<file path="src/rtl/botoes_condicionador.sv">
// Conditions the four raw push-buttons for the memory game: two-flop synchroniser, whole-vector debounce,
// and a small FSM that passes on single presses only and flags multi-button presses.
module botoes_condicionador #(
  parameter int N_BOTOES        = 4,
  parameter int DEBOUNCE_CICLOS = 50000
) (
  input  logic                clock,
  input  logic                reset,
  input  logic [N_BOTOES-1:0] botoes_brutos,
  output logic [N_BOTOES-1:0] botoes,
  output logic                jogada_pulso,
  output logic                invalida,
  output logic [3:0]          db_estado
);

  localparam int CW = (DEBOUNCE_CICLOS > 2) ? $clog2(DEBOUNCE_CICLOS) : 1;
  localparam logic [CW-1:0] CONT_MAX = CW'(DEBOUNCE_CICLOS - 1);

  typedef enum logic [1:0] {
    OCIOSO      = 2'd0,
    PRESSIONADO = 2'd1,
    MULTIPLO    = 2'd2
  } estado_t;

  logic [N_BOTOES-1:0] s1, sinc, anterior, estavel;
  logic [CW-1:0]       contagem;
  estado_t             estado, estado_prox;
  logic [N_BOTOES-1:0] botoes_prox;
  logic                jogada_prox, invalida_prox;

  function automatic logic um_bit(input logic [N_BOTOES-1:0] v);
    return (v != '0) && ((v & (v - N_BOTOES'(1))) == '0);
  endfunction

  always_ff @(posedge clock) begin
    if (!reset) begin
      s1       <= '0;
      sinc     <= '0;
      anterior <= '0;
    end else begin
      s1       <= botoes_brutos;
      sinc     <= s1;
      anterior <= sinc;
    end
  end

  // Any change of the synchronised vector restarts the count; the count saturates, never wraps.
  always_ff @(posedge clock) begin
    if (!reset) begin
      contagem <= '0;
      estavel  <= '0;
    end else if (sinc != anterior) begin
      contagem <= '0;
    end else if (contagem != CONT_MAX) begin
      contagem <= contagem + CW'(1);
    end else begin
      estavel <= sinc;
    end
  end

  always_comb begin
    estado_prox   = estado;
    botoes_prox   = botoes;
    jogada_prox   = 1'b0;
    invalida_prox = 1'b0;
    case (estado)
      OCIOSO: begin
        botoes_prox = '0;
        if (estavel == '0) begin
          estado_prox = OCIOSO;
        end else if (um_bit(estavel)) begin
          estado_prox = PRESSIONADO;
          botoes_prox = estavel;
          jogada_prox = 1'b1;
        end else begin
          estado_prox   = MULTIPLO;
          invalida_prox = 1'b1;
        end
      end
      PRESSIONADO: begin
        if (estavel == botoes) begin
          estado_prox = PRESSIONADO;
        end else if (estavel == '0) begin
          estado_prox = OCIOSO;
          botoes_prox = '0;
        end else begin
          estado_prox   = MULTIPLO;
          botoes_prox   = '0;
          invalida_prox = 1'b1;
        end
      end
      MULTIPLO: begin
        botoes_prox = '0;
        if (estavel == '0) begin
          estado_prox = OCIOSO;
        end else begin
          estado_prox = MULTIPLO;
        end
      end
      default: begin
        estado_prox = OCIOSO;
        botoes_prox = '0;
      end
    endcase
  end

  always_ff @(posedge clock) begin
    if (!reset) begin
      estado       <= OCIOSO;
      botoes       <= '0;
      jogada_pulso <= 1'b0;
      invalida     <= 1'b0;
    end else begin
      estado       <= estado_prox;
      botoes       <= botoes_prox;
      jogada_pulso <= jogada_prox;
      invalida     <= invalida_prox;
    end
  end

  assign db_estado = {2'b00, estado};

endmodule

</file>
<file path="config.mk">
export PLATFORM = sky130hd
export DESIGN_NAME = botoes_condicionador
export DESIGN_NICKNAME = d
export VERILOG_FILES = /design/src/rtl/botoes_condicionador.sv
export SDC_FILE = /design/constraint.sdc
export NUM_CORES = 1
export LEC_CHECK = 0
export ABC_AREA = 1
export BUFFER_PORTS_ARGS = -buffer_cell sky130_fd_sc_hd__buf_4
export CORE_UTILIZATION = 50
export DETAILED_ROUTE_END_ITERATION = 10
export PLACE_DENSITY = 0.76
export SLEW_MARGIN = 15
export SYNTH_ARGS = -nofsm -noshare
export SYNTH_HDL_FRONTEND = slang
export SYNTH_SLANG_ARGS = --single-unit
</file>
<file path="constraint.sdc">
create_clock -name clock -period 1.35 [get_ports clock]
set_input_delay 0.27 -clock clock [delete_from_list [all_inputs] [get_ports clock]]
set_output_delay 0.27 -clock clock [all_outputs]
set_load 0.05 [all_outputs]
</file>
==> out/results.tsv <==
metric	value	unit
synthArstFlopShare	0	%
utilization	62.45	%
via_per_inst	4.917	
dpl.hpwl	2538	um
root_buffer	clkbuf_8	
drc_errors	0	
cts_tree	built	
synth_top_area_cell	dfxtp_1	
antenna_cells	0	
setup_tns	0	ps
ys_seq_area_share	41.13	%
rsz0062_at_grt	yes	
required	1550	ps
final_cell_mix	nand2_1, inv_1, nor2_1, dfxtp_1, nand3_1	
cap_violations	0	
regArea	817.0	um^2
combPwrFrac	6.0	%
switching_share	23.29	%
met2WireLength	1689	um
met3RoutedLength	198	um
cts_buffers	5	
slowest_delay	320	ps
worstSetupPathType	register to register	
ys_types	28	
cp_cell_sequence	inv_1 > nand2_1 > nor2_1 > nand3_2 > nor2_4 > nand3_1 > nand2_1 > nor2_1	
synth-seq-cells	40	
p_per_area	1021	nW/um^2
io_pins	16	
netlist_instances	278	
p_int	1.805	mW
port_buffers	13	
top_layer_used	met4	
ir_worst_vdd	762.8	uV
track_usage	19.21	%
grt_max_degree	20	
fin_cells	348	
crit_path_end_kind	register	
syn_to_final_growth	18.32	%
fmaxAchievable	761.0	MHz
nFillCells	318	
synth_ff_type	dfxtp_1	
core_area	3689	um^2
antenna_found_initial	0	
clkTransAtPathRegs	80	ps
power_switching	0.5478	mW
drt_iter0_markers	62	
wl_per_cell	10.60	um
gp_congestion	0.9612	
synthTopCellsByArea	dfxtp_1, nand2_1, inv_1, nand3_1, nor2_1	
multi_input_area	1011	um^2
final_common_cell	nand2_1	
worstSetupStartpointType	register	
hold_buffers	0	
fin_ws	35.86	ps
cts_sinks	40	
num_rows	22	
drive_above_1_share	23.33	%
detailed_place.area	2115	um^2
critPathBufInv	1	
fin_skew	4.467	ps
die_h	64.40	um
power_frac_seq	51.6	%
hold_class	input port to register	
drt-pass1-iter-count	4	
syn_area_per_cell	7.003	um^2
yosysWarningCount	0	
antenna_left	0	
overflow	0	
met1_length	1732	um
first_global_vias	1446	
clk-insertion-delay-late	300	ps
dp_slack	18.73	ps
routed_wl	3690	um
arrival	1510	ps
slew_violations	0	
leakagePower	0.9439	nW
hold_viol_final	0	
crit_fanout	5	
yosysTopAreaCellShare	41.13	%
grt_pass1_wl	6113	um
clock_power_share	42.4	%
finalCritPeriodShare	97.34	%
dpl.cell_count	340	
hold_ws	145.8	ps
status	complete, no violations	
dieArea	4147	um^2
die_w	64.40	um
synth_area	1947	um^2
finalPower	2.352	mW
critical_path.top_delay_family	simple AND/OR/NAND/NOR gates	
via_count	1711	
setup_viol_count_final	0	
synth_edf_count	0	
stdcell_area	2303	um^2
clock_path_buffers	2	
period_minus_slack	1314	ps
nNetsFinal	306	
cp_slowest_cell	dfxtp_1	
start_util	52.78	%
htreeDepth	2	
==> per-layer routing <==
metal  vias to the layer above  track usage [%]
met3                         7            5.536
met1                       749            24.47
li1                        914                -
met2                        41            29.61
met4                         0            9.167
met5                         -                0
==> power by group through the flow <==
stage	registers, mW	logic (mW)	clock network [mW]
final	1.21	0.141	0.998
after global routing	1.21	0.157	1.05
after CTS	1.21	0.131	1.01
after detailed placement	1.24	0.130	0
after global placement	1.24	0.127	0
after floorplan	1.24	0.106	0
==> flip-flops by register name (all words and copies together), names as in the netlist <==
name / cells
contagem: 16
anterior: 4
botoes: 4
estavel: 4
s1: 4
sinc: 4
estado: 2
invalida: 1
jogada_pulso: 1
==> tightest hold or removal path, delay by kind of cell <==
family	cells	cell delay, ps
simple gates	1	40
buf+inv	2	120
==> Yosys cell counts (3+ instances only) <==
cell type	instances
nand3_1	23
nand2_1	72
a21oi_1	10
nor2_2	7
a21oi_2	8
inv_1	40
nor3_1	5
nand4_1	12
xnor2_1	4
a31oi_1	3
dfxtp_1	40
xor2_1	4
nor2_1	29
==> final timing paths <==
check	endpoint	slack [ps]	cells after the start	startpoint
setup / recovery	estavel[3]$_SDFFE_PN0P_	40	8	contagem[13]$_SDFFE_PP0N_
hold / removal	s1[0]$_SDFF_PN0_	150	3	botoes_brutos[0]
setup reg to reg	estavel[3]$_SDFFE_PN0P_	40	8	contagem[13]$_SDFFE_PP0N_
hold reg to reg	sinc[2]$_SDFF_PN0_	410	2	s1[2]$_SDFF_PN0_
==> cell families (layout without fill, tap and decap cells) <==
kind of cell | count (synthesis) | in the layout | synth area share (%)
flip-flops | 40 | 40 | 41.13
XOR/XNOR | 8 | 8 | 3.599
buffers and inverters | 49 | 70 | 10.28
other | 1 | 2 | 0.1926
AO/OA/AOI/OAI | 23 | 23 | 7.648
adder cells (fa/ha/maj) | 1 | 1 | 0.6426
AND/OR/NAND/NOR | 156 | 156 | 36.50
==> cell type report <==
type | count | area share, %
Multi-Input combinational cell | 190 | 43.89
Sequential cell | 40 | 35.47
Inverter | 44 | 7.170
Timing Repair Buffer | 18 | 5.866
Clock buffer | 5 | 2.988
Tap cell | 48 | 2.607
Clock inverter | 3 | 2.010
==> repair_timing <==
| item | in CTS | in global routing |
|---|---|---|
| pin swaps | 0 | 5 |
| endpoints found under the setup margin | 2 | 12 |
| buffers inserted | 0 | 0 |
| gates resized for setup | 1 | 23 |
Power figures use the tool's default switching activity.
